--- src/rtl/ula_multiciclo_if.sv ---
// Handshake and operand/result bundle between the control unit and the multicycle ALU.
interface ula_multiciclo_if #(
   parameter int LARGURA = 32
);
   logic               inicio;
   logic [4:0]         ulaOP;
   logic [LARGURA-1:0] RS;
   logic [LARGURA-1:0] RT;
   logic [LARGURA-1:0] saidaULA;
   logic [LARGURA-1:0] saidaHI;
   logic [LARGURA-1:0] saidaLO;
   logic               ocupado;
   logic               pronto;
   logic               divZero;
   logic               opInvalido;

   modport master (
      output inicio, ulaOP, RS, RT,
      input  saidaULA, saidaHI, saidaLO, ocupado, pronto, divZero, opInvalido
   );

   modport slave (
      input  inicio, ulaOP, RS, RT,
      output saidaULA, saidaHI, saidaLO, ocupado, pronto, divZero, opInvalido
   );
endinterface

--- src/rtl/ula_multiciclo.sv ---
// Multicycle unsigned ALU: single-cycle logic/arithmetic ops plus iterative
// shift-add multiply and restoring divide that update the HI/LO registers.
module ula_multiciclo #(
   parameter int LARGURA = 32
) (
   input logic             clock,
   input logic             reset,
   ula_multiciclo_if.slave bus
);
   localparam int            CW     = $clog2(LARGURA + 1);
   localparam logic [CW-1:0] ULTIMA = CW'(LARGURA - 1);

   localparam logic [4:0] OP_ADD   = 5'b00000;
   localparam logic [4:0] OP_SUB   = 5'b00001;
   localparam logic [4:0] OP_MUL   = 5'b00010;
   localparam logic [4:0] OP_DIV   = 5'b00011;
   localparam logic [4:0] OP_REM   = 5'b00100;
   localparam logic [4:0] OP_OR    = 5'b00101;
   localparam logic [4:0] OP_AND   = 5'b00110;
   localparam logic [4:0] OP_NOT   = 5'b00111;
   localparam logic [4:0] OP_XOR   = 5'b01000;
   localparam logic [4:0] OP_NOR   = 5'b01001;
   localparam logic [4:0] OP_NAND  = 5'b01010;
   localparam logic [4:0] OP_XNOR  = 5'b01011;
   localparam logic [4:0] OP_MAIOR = 5'b01110;

   typedef enum logic [1:0] {OCIOSO = 2'd0, MULT = 2'd1, DIV = 2'd2} estado_t;

   estado_t              estado_q, estado_d;
   logic [CW-1:0]        cnt_q, cnt_d;
   logic [2*LARGURA-1:0] acc_q, acc_d;
   logic [LARGURA-1:0]   divisor_q, divisor_d;
   logic                 eh_rem_q, eh_rem_d;
   logic [LARGURA-1:0]   saida_q, saida_d;
   logic [LARGURA-1:0]   hi_q, hi_d;
   logic [LARGURA-1:0]   lo_q, lo_d;
   logic                 ocupado_q, ocupado_d;
   logic                 pronto_q, pronto_d;
   logic                 divzero_q, divzero_d;
   logic                 opinv_q, opinv_d;

   logic                 aceita_s;
   logic                 eh_divrem_s;
   logic                 rt_zero_s;
   logic [LARGURA-1:0]   alu_s;
   logic                 alu_valida_s;
   logic [LARGURA:0]     mul_soma_s;
   logic [2*LARGURA-1:0] mul_prox_s;
   logic [LARGURA:0]     div_desl_s;
   logic [LARGURA:0]     div_dif_s;
   logic [2*LARGURA-1:0] div_prox_s;

   assign aceita_s    = bus.inicio && (estado_q == OCIOSO);
   assign eh_divrem_s = (bus.ulaOP == OP_DIV) || (bus.ulaOP == OP_REM);
   assign rt_zero_s   = (bus.RT == {LARGURA{1'b0}});

   // Single-cycle ALU result and opcode validity.
   always_comb begin
      alu_s        = {LARGURA{1'b0}};
      alu_valida_s = 1'b1;
      case (bus.ulaOP)
         OP_ADD:   alu_s = bus.RS + bus.RT;
         OP_SUB:   alu_s = bus.RS - bus.RT;
         OP_OR:    alu_s = bus.RS | bus.RT;
         OP_AND:   alu_s = bus.RS & bus.RT;
         OP_NOT:   alu_s = ~bus.RS;
         OP_XOR:   alu_s = bus.RS ^ bus.RT;
         OP_NOR:   alu_s = ~(bus.RS | bus.RT);
         OP_NAND:  alu_s = ~(bus.RS & bus.RT);
         OP_XNOR:  alu_s = ~(bus.RS ^ bus.RT);
         OP_MAIOR: alu_s = (bus.RS > bus.RT) ? {{(LARGURA-1){1'b0}}, 1'b1} : {LARGURA{1'b0}};
         OP_MUL, OP_DIV, OP_REM: alu_s = {LARGURA{1'b0}};
         default:  alu_valida_s = 1'b0;
      endcase
   end

   // One iteration step of each algorithm; acc holds {HI-part, LO-part}.
   // Multiply: LO-part is the shrinking multiplier, HI-part the partial sum.
   // Divide: LO-part shifts dividend bits out and quotient bits in, HI-part is the remainder.
   always_comb begin
      mul_soma_s = {1'b0, acc_q[2*LARGURA-1:LARGURA]}
                 + (acc_q[0] ? {1'b0, divisor_q} : {(LARGURA+1){1'b0}});
      mul_prox_s = {mul_soma_s, acc_q[LARGURA-1:1]};
      div_desl_s = {acc_q[2*LARGURA-1:LARGURA], acc_q[LARGURA-1]};
      div_dif_s  = div_desl_s - {1'b0, divisor_q};
      div_prox_s = {(div_dif_s[LARGURA] ? div_desl_s[LARGURA-1:0] : div_dif_s[LARGURA-1:0]),
                    acc_q[LARGURA-2:0], ~div_dif_s[LARGURA]};
   end

   // FSM state register.
   always_ff @(posedge clock or negedge reset) begin
      if (!reset) begin
         estado_q <= OCIOSO;
      end else begin
         estado_q <= estado_d;
      end
   end

   // FSM next-state logic.
   always_comb begin
      estado_d = estado_q;
      case (estado_q)
         OCIOSO: begin
            if (aceita_s && (bus.ulaOP == OP_MUL)) begin
               estado_d = MULT;
            end else if (aceita_s && eh_divrem_s && !rt_zero_s) begin
               estado_d = DIV;
            end else begin
               estado_d = OCIOSO;
            end
         end
         MULT, DIV: begin
            if (cnt_q == ULTIMA) begin
               estado_d = OCIOSO;
            end else begin
               estado_d = estado_q;
            end
         end
         default: estado_d = OCIOSO;
      endcase
   end

   // FSM output/datapath next values.
   always_comb begin
      cnt_d     = cnt_q;
      acc_d     = acc_q;
      divisor_d = divisor_q;
      eh_rem_d  = eh_rem_q;
      saida_d   = saida_q;
      hi_d      = hi_q;
      lo_d      = lo_q;
      pronto_d  = 1'b0;
      divzero_d = divzero_q;
      opinv_d   = opinv_q;
      ocupado_d = (estado_d != OCIOSO);
      case (estado_q)
         OCIOSO: begin
            if (aceita_s) begin
               cnt_d     = {CW{1'b0}};
               acc_d     = {{LARGURA{1'b0}}, bus.RS};
               divisor_d = bus.RT;
               eh_rem_d  = (bus.ulaOP == OP_REM);
               if (bus.ulaOP == OP_MUL) begin
                  pronto_d = 1'b0;
               end else if (eh_divrem_s && rt_zero_s) begin
                  // Division by zero completes at once: quotient all ones, remainder RS.
                  lo_d      = {LARGURA{1'b1}};
                  hi_d      = bus.RS;
                  saida_d   = (bus.ulaOP == OP_REM) ? bus.RS : {LARGURA{1'b1}};
                  pronto_d  = 1'b1;
                  divzero_d = 1'b1;
                  opinv_d   = 1'b0;
               end else if (eh_divrem_s) begin
                  pronto_d = 1'b0;
               end else begin
                  saida_d   = alu_s;
                  pronto_d  = 1'b1;
                  divzero_d = 1'b0;
                  opinv_d   = !alu_valida_s;
               end
            end else begin
               pronto_d = 1'b0;
            end
         end
         MULT: begin
            acc_d = mul_prox_s;
            cnt_d = cnt_q + {{(CW-1){1'b0}}, 1'b1};
            if (cnt_q == ULTIMA) begin
               hi_d      = mul_prox_s[2*LARGURA-1:LARGURA];
               lo_d      = mul_prox_s[LARGURA-1:0];
               saida_d   = mul_prox_s[LARGURA-1:0];
               pronto_d  = 1'b1;
               divzero_d = 1'b0;
               opinv_d   = 1'b0;
            end else begin
               pronto_d = 1'b0;
            end
         end
         DIV: begin
            acc_d = div_prox_s;
            cnt_d = cnt_q + {{(CW-1){1'b0}}, 1'b1};
            if (cnt_q == ULTIMA) begin
               hi_d      = div_prox_s[2*LARGURA-1:LARGURA];
               lo_d      = div_prox_s[LARGURA-1:0];
               saida_d   = eh_rem_q ? div_prox_s[2*LARGURA-1:LARGURA] : div_prox_s[LARGURA-1:0];
               pronto_d  = 1'b1;
               divzero_d = 1'b0;
               opinv_d   = 1'b0;
            end else begin
               pronto_d = 1'b0;
            end
         end
         default: begin
            cnt_d = {CW{1'b0}};
         end
      endcase
   end

   // Datapath and output registers; reset discards any partial result.
   always_ff @(posedge clock or negedge reset) begin
      if (!reset) begin
         cnt_q     <= {CW{1'b0}};
         acc_q     <= {(2*LARGURA){1'b0}};
         divisor_q <= {LARGURA{1'b0}};
         eh_rem_q  <= 1'b0;
         saida_q   <= {LARGURA{1'b0}};
         hi_q      <= {LARGURA{1'b0}};
         lo_q      <= {LARGURA{1'b0}};
         ocupado_q <= 1'b0;
         pronto_q  <= 1'b0;
         divzero_q <= 1'b0;
         opinv_q   <= 1'b0;
      end else begin
         cnt_q     <= cnt_d;
         acc_q     <= acc_d;
         divisor_q <= divisor_d;
         eh_rem_q  <= eh_rem_d;
         saida_q   <= saida_d;
         hi_q      <= hi_d;
         lo_q      <= lo_d;
         ocupado_q <= ocupado_d;
         pronto_q  <= pronto_d;
         divzero_q <= divzero_d;
         opinv_q   <= opinv_d;
      end
   end

   assign bus.saidaULA   = saida_q;
   assign bus.saidaHI    = hi_q;
   assign bus.saidaLO    = lo_q;
   assign bus.ocupado    = ocupado_q;
   assign bus.pronto     = pronto_q;
   assign bus.divZero    = divzero_q;
   assign bus.opInvalido = opinv_q;
endmodule
--- src/flat_wrapper.sv ---
// flat-port wrapper written by rule: the top's interface ports become plain ports
module ula_multiciclo_flat 
#(
   parameter int LARGURA = 32
)
  (clock, reset, bus_inicio, bus_ulaOP, bus_RS, bus_RT, bus_saidaULA, bus_saidaHI, bus_saidaLO, bus_ocupado, bus_pronto, bus_divZero, bus_opInvalido);
  ula_multiciclo_if #(.LARGURA(LARGURA)) bus_i ();
  input logic clock;
  input logic reset;
  input wire logic [$bits(bus_i.inicio)-1:0] bus_inicio;
  input wire logic [$bits(bus_i.ulaOP)-1:0] bus_ulaOP;
  input wire logic [$bits(bus_i.RS)-1:0] bus_RS;
  input wire logic [$bits(bus_i.RT)-1:0] bus_RT;
  output wire logic [$bits(bus_i.saidaULA)-1:0] bus_saidaULA;
  output wire logic [$bits(bus_i.saidaHI)-1:0] bus_saidaHI;
  output wire logic [$bits(bus_i.saidaLO)-1:0] bus_saidaLO;
  output wire logic [$bits(bus_i.ocupado)-1:0] bus_ocupado;
  output wire logic [$bits(bus_i.pronto)-1:0] bus_pronto;
  output wire logic [$bits(bus_i.divZero)-1:0] bus_divZero;
  output wire logic [$bits(bus_i.opInvalido)-1:0] bus_opInvalido;
  assign bus_i.inicio = bus_inicio;
  assign bus_i.ulaOP = bus_ulaOP;
  assign bus_i.RS = bus_RS;
  assign bus_i.RT = bus_RT;
  assign bus_saidaULA = bus_i.saidaULA;
  assign bus_saidaHI = bus_i.saidaHI;
  assign bus_saidaLO = bus_i.saidaLO;
  assign bus_ocupado = bus_i.ocupado;
  assign bus_pronto = bus_i.pronto;
  assign bus_divZero = bus_i.divZero;
  assign bus_opInvalido = bus_i.opInvalido;
  ula_multiciclo #(.LARGURA(LARGURA)) u_core (.clock(clock), .reset(reset), .bus(bus_i));
endmodule
--- config.mk ---
export PLATFORM = sky130hd
export DESIGN_NAME = ula_multiciclo_flat
export DESIGN_NICKNAME = d
export VERILOG_FILES = /design/src/rtl/ula_multiciclo_if.sv /design/src/rtl/ula_multiciclo.sv /design/src/flat_wrapper.sv
export SDC_FILE = /design/constraint.sdc
export NUM_CORES = 1
export LEC_CHECK = 0
export ABC_AREA = 0
export CORE_MARGIN = 2
export CORE_UTILIZATION = 30
export CTS_BUF_LIST = sky130_fd_sc_hd__clkbuf_4 sky130_fd_sc_hd__clkbuf_8
export DETAILED_ROUTE_END_ITERATION = 6
export DONT_BUFFER_PORTS = 1
export PLACE_DENSITY = 0.44
export SYNTH_ARGS = -nofsm -noshare
export SYNTH_HDL_FRONTEND = slang
export SYNTH_SLANG_ARGS = --single-unit
--- constraint.sdc ---
create_clock -name clock -period 4.71 [get_ports clock]
set_input_delay 0.2355 -clock clock [delete_from_list [all_inputs] [get_ports clock]]
set_output_delay 0.2355 -clock clock [all_outputs]
set_load 0.02 [all_outputs]
==> results.toml <==
[status]
outcome = "finished with violations"
failed_checks = "hold timing"

[min_path]
hp-class = "in -> async"

[detailed_routing]
dr_total_vias = 20700
routed_wl_mm = 92.9
first_pass_iters = 5
wl_per_cell_um = 26.9
drt_iter0_markers = 2090
drc = 0
vias_per_cell = 5.99
ant_nets = 0

[grt]
grt_pass1_wl_mm = 137
top_usage_layer = "met2"
grt_pass1_vias = 19800
grtUsageMet1_pct = 38.5
gr-usage-met2_pct = 41.8
grt_use_met3_pct = 4.20
grt_usage_pct = 26.8
grt_max_degree = 206
grt_antenna_before_repair = 2
grt_overflow = 0

[critical_path]
r2r_start = "u_core.acc_q[31]$_DFFE_PN0P_"
worst-setup-path-type = "reg -> reg"
critPathTopFamily = "compound AO/OA/AOI/OAI gates"
end_kind = "flop"
r2r-end = "u_core.bus.saidaULA[9]$_DFFE_PN0P_"
startpoint = "u_core.acc_q[31]$_DFFE_PN0P_"
cp-endpoint = "u_core.bus.saidaULA[9]$_DFFE_PN0P_"
worstPathRequired_ps = 5120
ff2ff_setup_slack_ps = 560
reg2reg_depth = 14
crit_top_cell = "inv_1"
cp_data_arrival_time_ps = 4560
crit_chain = "inv_1 > ha_1 > inv_1 > fa_1 > a211oi_2 > o211a_1 > o31ai_2 > a31o_2 > o31ai_4 > xnor2_4 > buf_4 > mux2_2 > mux2i_1 > o221ai_1"
cp.depth = 14
cp-start-kind = "flop"
cp_slowest_stage_delay_ps = 470
crit_slowest_cell = "fa_1"
cp_max_fo = 15
crit_buf_inv = 3

[floorplanning]
initial_core_util_pct = 30.2
rows = 94
dieArea_sq_um = 67900
die_h_um = 261
pin_count = 172
die_w_um = 261
core_area_sq_um = 65500

[yosys]
yosysMostFrequentCell = "nand2_1"
syn_nets = 2818
syn_avg_cell_area_sq_um = 7.67
synth_area_leaders = "dfrtp_1 26%, ha_1 11%, a21oi_1 6.5%"
yosysTopAreaCellShare_pct = 26.0
synth_area_leader_cell = "dfrtp_1"
synth_area_sq_um = 19800
yosysUniqueCellTypes = 86
synthCells = 2576
synth_edf_count = 0
ys_ff_latch = 205
async_flop_share_pct = 100
seq_area_frac_synth_pct = 26.0
synth.top_cells.by_count = "262 x nand2_1, 255 x a21oi_1, 243 x nor2_1"
yosysWarnings = 0
ys.flop_type = "dfrtp_1"

[cts]
cts.sinks = 205
hold_buffers = 64
cts-buffers-inserted = 38
cts_max_path_buffers = 3
clkSlewWorstSetupHoldPaths_ps = 70
cts_resized = 0
cts_tree = "yes"
post_cts_buffers = 0
insertion_delay_ps = 570
clockRootBuffer = "clkbuf_8"
cts_max_level = 2

[placement]
hpwlAfterDp_mm = 70.1
place.gp.congestion = 0.918
io_buffers = 0
dp_slack_ps = 645
placed_cells = 3323

[power]
internal_power_w = 0.00396
p_switching_w = 0.00267
p_leak_nw = 9.44
pwr-share-seq_pct = 44.2
power.share.clock_pct = 31.0
vdd_drop_max_mv = 0.140
comb_power_share_pct = 24.9
powerDensity_nw_per_um2 = 299
swShare_pct = 40.3

[timing]
relSlewSlack_pct = 33.0
fin_ws_ps = 557
setup_viol = 0
fmax_mhz = 241
hold_ws_ps = -633
grt_setup_unrepaired = "no"
post-route-period-util_pct = 88.2
tightest_slew_ps = 1010
final_max_slew_viol_count = 0
fin_skew_ps = 15.3
finalSetupTns_ps = 0
finalHoldViolations = 205
period_needed_ps = 4150

[cells_and_area]
nFillCells = 6960
final_cells = 3456
area.growth.synth_to_final_pct = 12.3
drive_gt1_share_pct = 8.22
postLayoutCoreUtil_pct = 33.9
fin_nets = 2805

[flow_run]
cap_viol_max_count = 0
per-layer routing:
layer,routed length (um),vias to the layer above
li1,-,9385
met2,41000,931
met3,7070,133
met4,2350,2
met1,42600,10200
met5,13,-
placed cells by master, fill, tap and decap left out, types with 19 or more instances in the layout:
master,count
mux2_2,29
dfrtp_1,205
o21a_1,23
o31ai_1,35
a22oi_1,31
a22o_1,20
o21ai_0,242
a221oi_1,42
inv_1,158
mux2i_1,27
nand2_1,261
and2_1,40
buf_4,54
clkbuf_8,45
a31oi_1,21
a211oi_1,29
ha_1,163
xor2_1,19
o22ai_1,34
dlygate4sd3_1,64
a21oi_1,255
o211ai_1,28
nor2_1,240
nand4_1,24
nand3_1,45
nor3_1,40
o21bai_1,21
xnor2_1,53
o221ai_1,21
a21o_1,46
nor4_1,19
power groups by stage:
stage               clock network, W  logic, W  registers, W
floorplan                          0   0.00117       0.00274
global placement                   0   0.00155       0.00297
detailed placement                 0   0.00156       0.00297
CTS                          0.00209   0.00163       0.00294
global route                 0.00217   0.00182       0.00298
finish                       0.00206   0.00165       0.00293
state kept, by name, summed over array words and instances (netlist names):
register,count
u_core.acc_q,64
u_core.bus.divZero,1
u_core.bus.ocupado,1
u_core.bus.opInvalido,1
u_core.bus.pronto,1
u_core.bus.saidaHI,32
u_core.bus.saidaLO,32
u_core.bus.saidaULA,32
u_core.cnt_q,6
u_core.divisor_q,32
u_core.eh_rem_q,1
u_core.estado_q,2
final cells by class:
| cell class | count | area (sq um) | area share [%] |
|---|---|---|---|
| Clock inverter | 10 | 158 | 0.711 |
| Multi-Input combinational cell | 2038 | 13400 | 60.5 |
| Timing Repair Buffer | 120 | 1090 | 4.90 |
| Inverter | 160 | 601 | 2.71 |
| Sequential cell | 205 | 5130 | 23.1 |
| Clock buffer | 57 | 709 | 3.20 |
| Antenna cell | 2 | 5.00 | 0.0226 |
| Tap cell | 864 | 1080 | 4.87 |
worst min path at each step:
stage / start / to / slack (ps) / cells past startpoint
final: reset / u_core.bus.saidaHI[28]$_DFFE_PN0P_ / -630 / 0
after global routing: reset / u_core.bus.saidaHI[28]$_DFFE_PN0P_ / -650 / 0
after CTS: reset / u_core.bus.saidaHI[28]$_DFFE_PN0P_ / -660 / 0
after detailed placement: reset / u_core.bus.saidaHI[28]$_DFFE_PN0P_ / -50 / 0
after global placement: reset / u_core.bus.saidaHI[26]$_DFFE_PN0P_ / -50 / 0
after floorplan: reset / u_core.acc_q[0]$_DFFE_PN0P_ / -60 / 0
per-stage QoR:
| stage | instance area (sq um) | power, W |
|---|---|---|
| floorplan | 19800 | 0.00391 |
| global placement | 20700 | 0.00452 |
| finish | 22200 | 0.00664 |
| detailed placement | 20700 | 0.00453 |
| CTS | 22200 | 0.00666 |
| global route | 22200 | 0.00697 |
cells by family (layout without fill, tap and decap cells):
family / after synthesis / after routing / synth area share [%]
buffers and inverters: 333 / 347 / 6.60
DFF: 205 / 205 / 26.0
xor gates and xnor gates: 73 / 73 / 3.27
adders and majority gates: 170 / 170 / 10.9
other: 0 / 2 / 0
muxes: 61 / 61 / 3.38
and+or+nand+nor: 745 / 745 / 16.8
AOI/OAI and AO/OA: 989 / 989 / 33.1
Power figures use the tool's default switching activity.
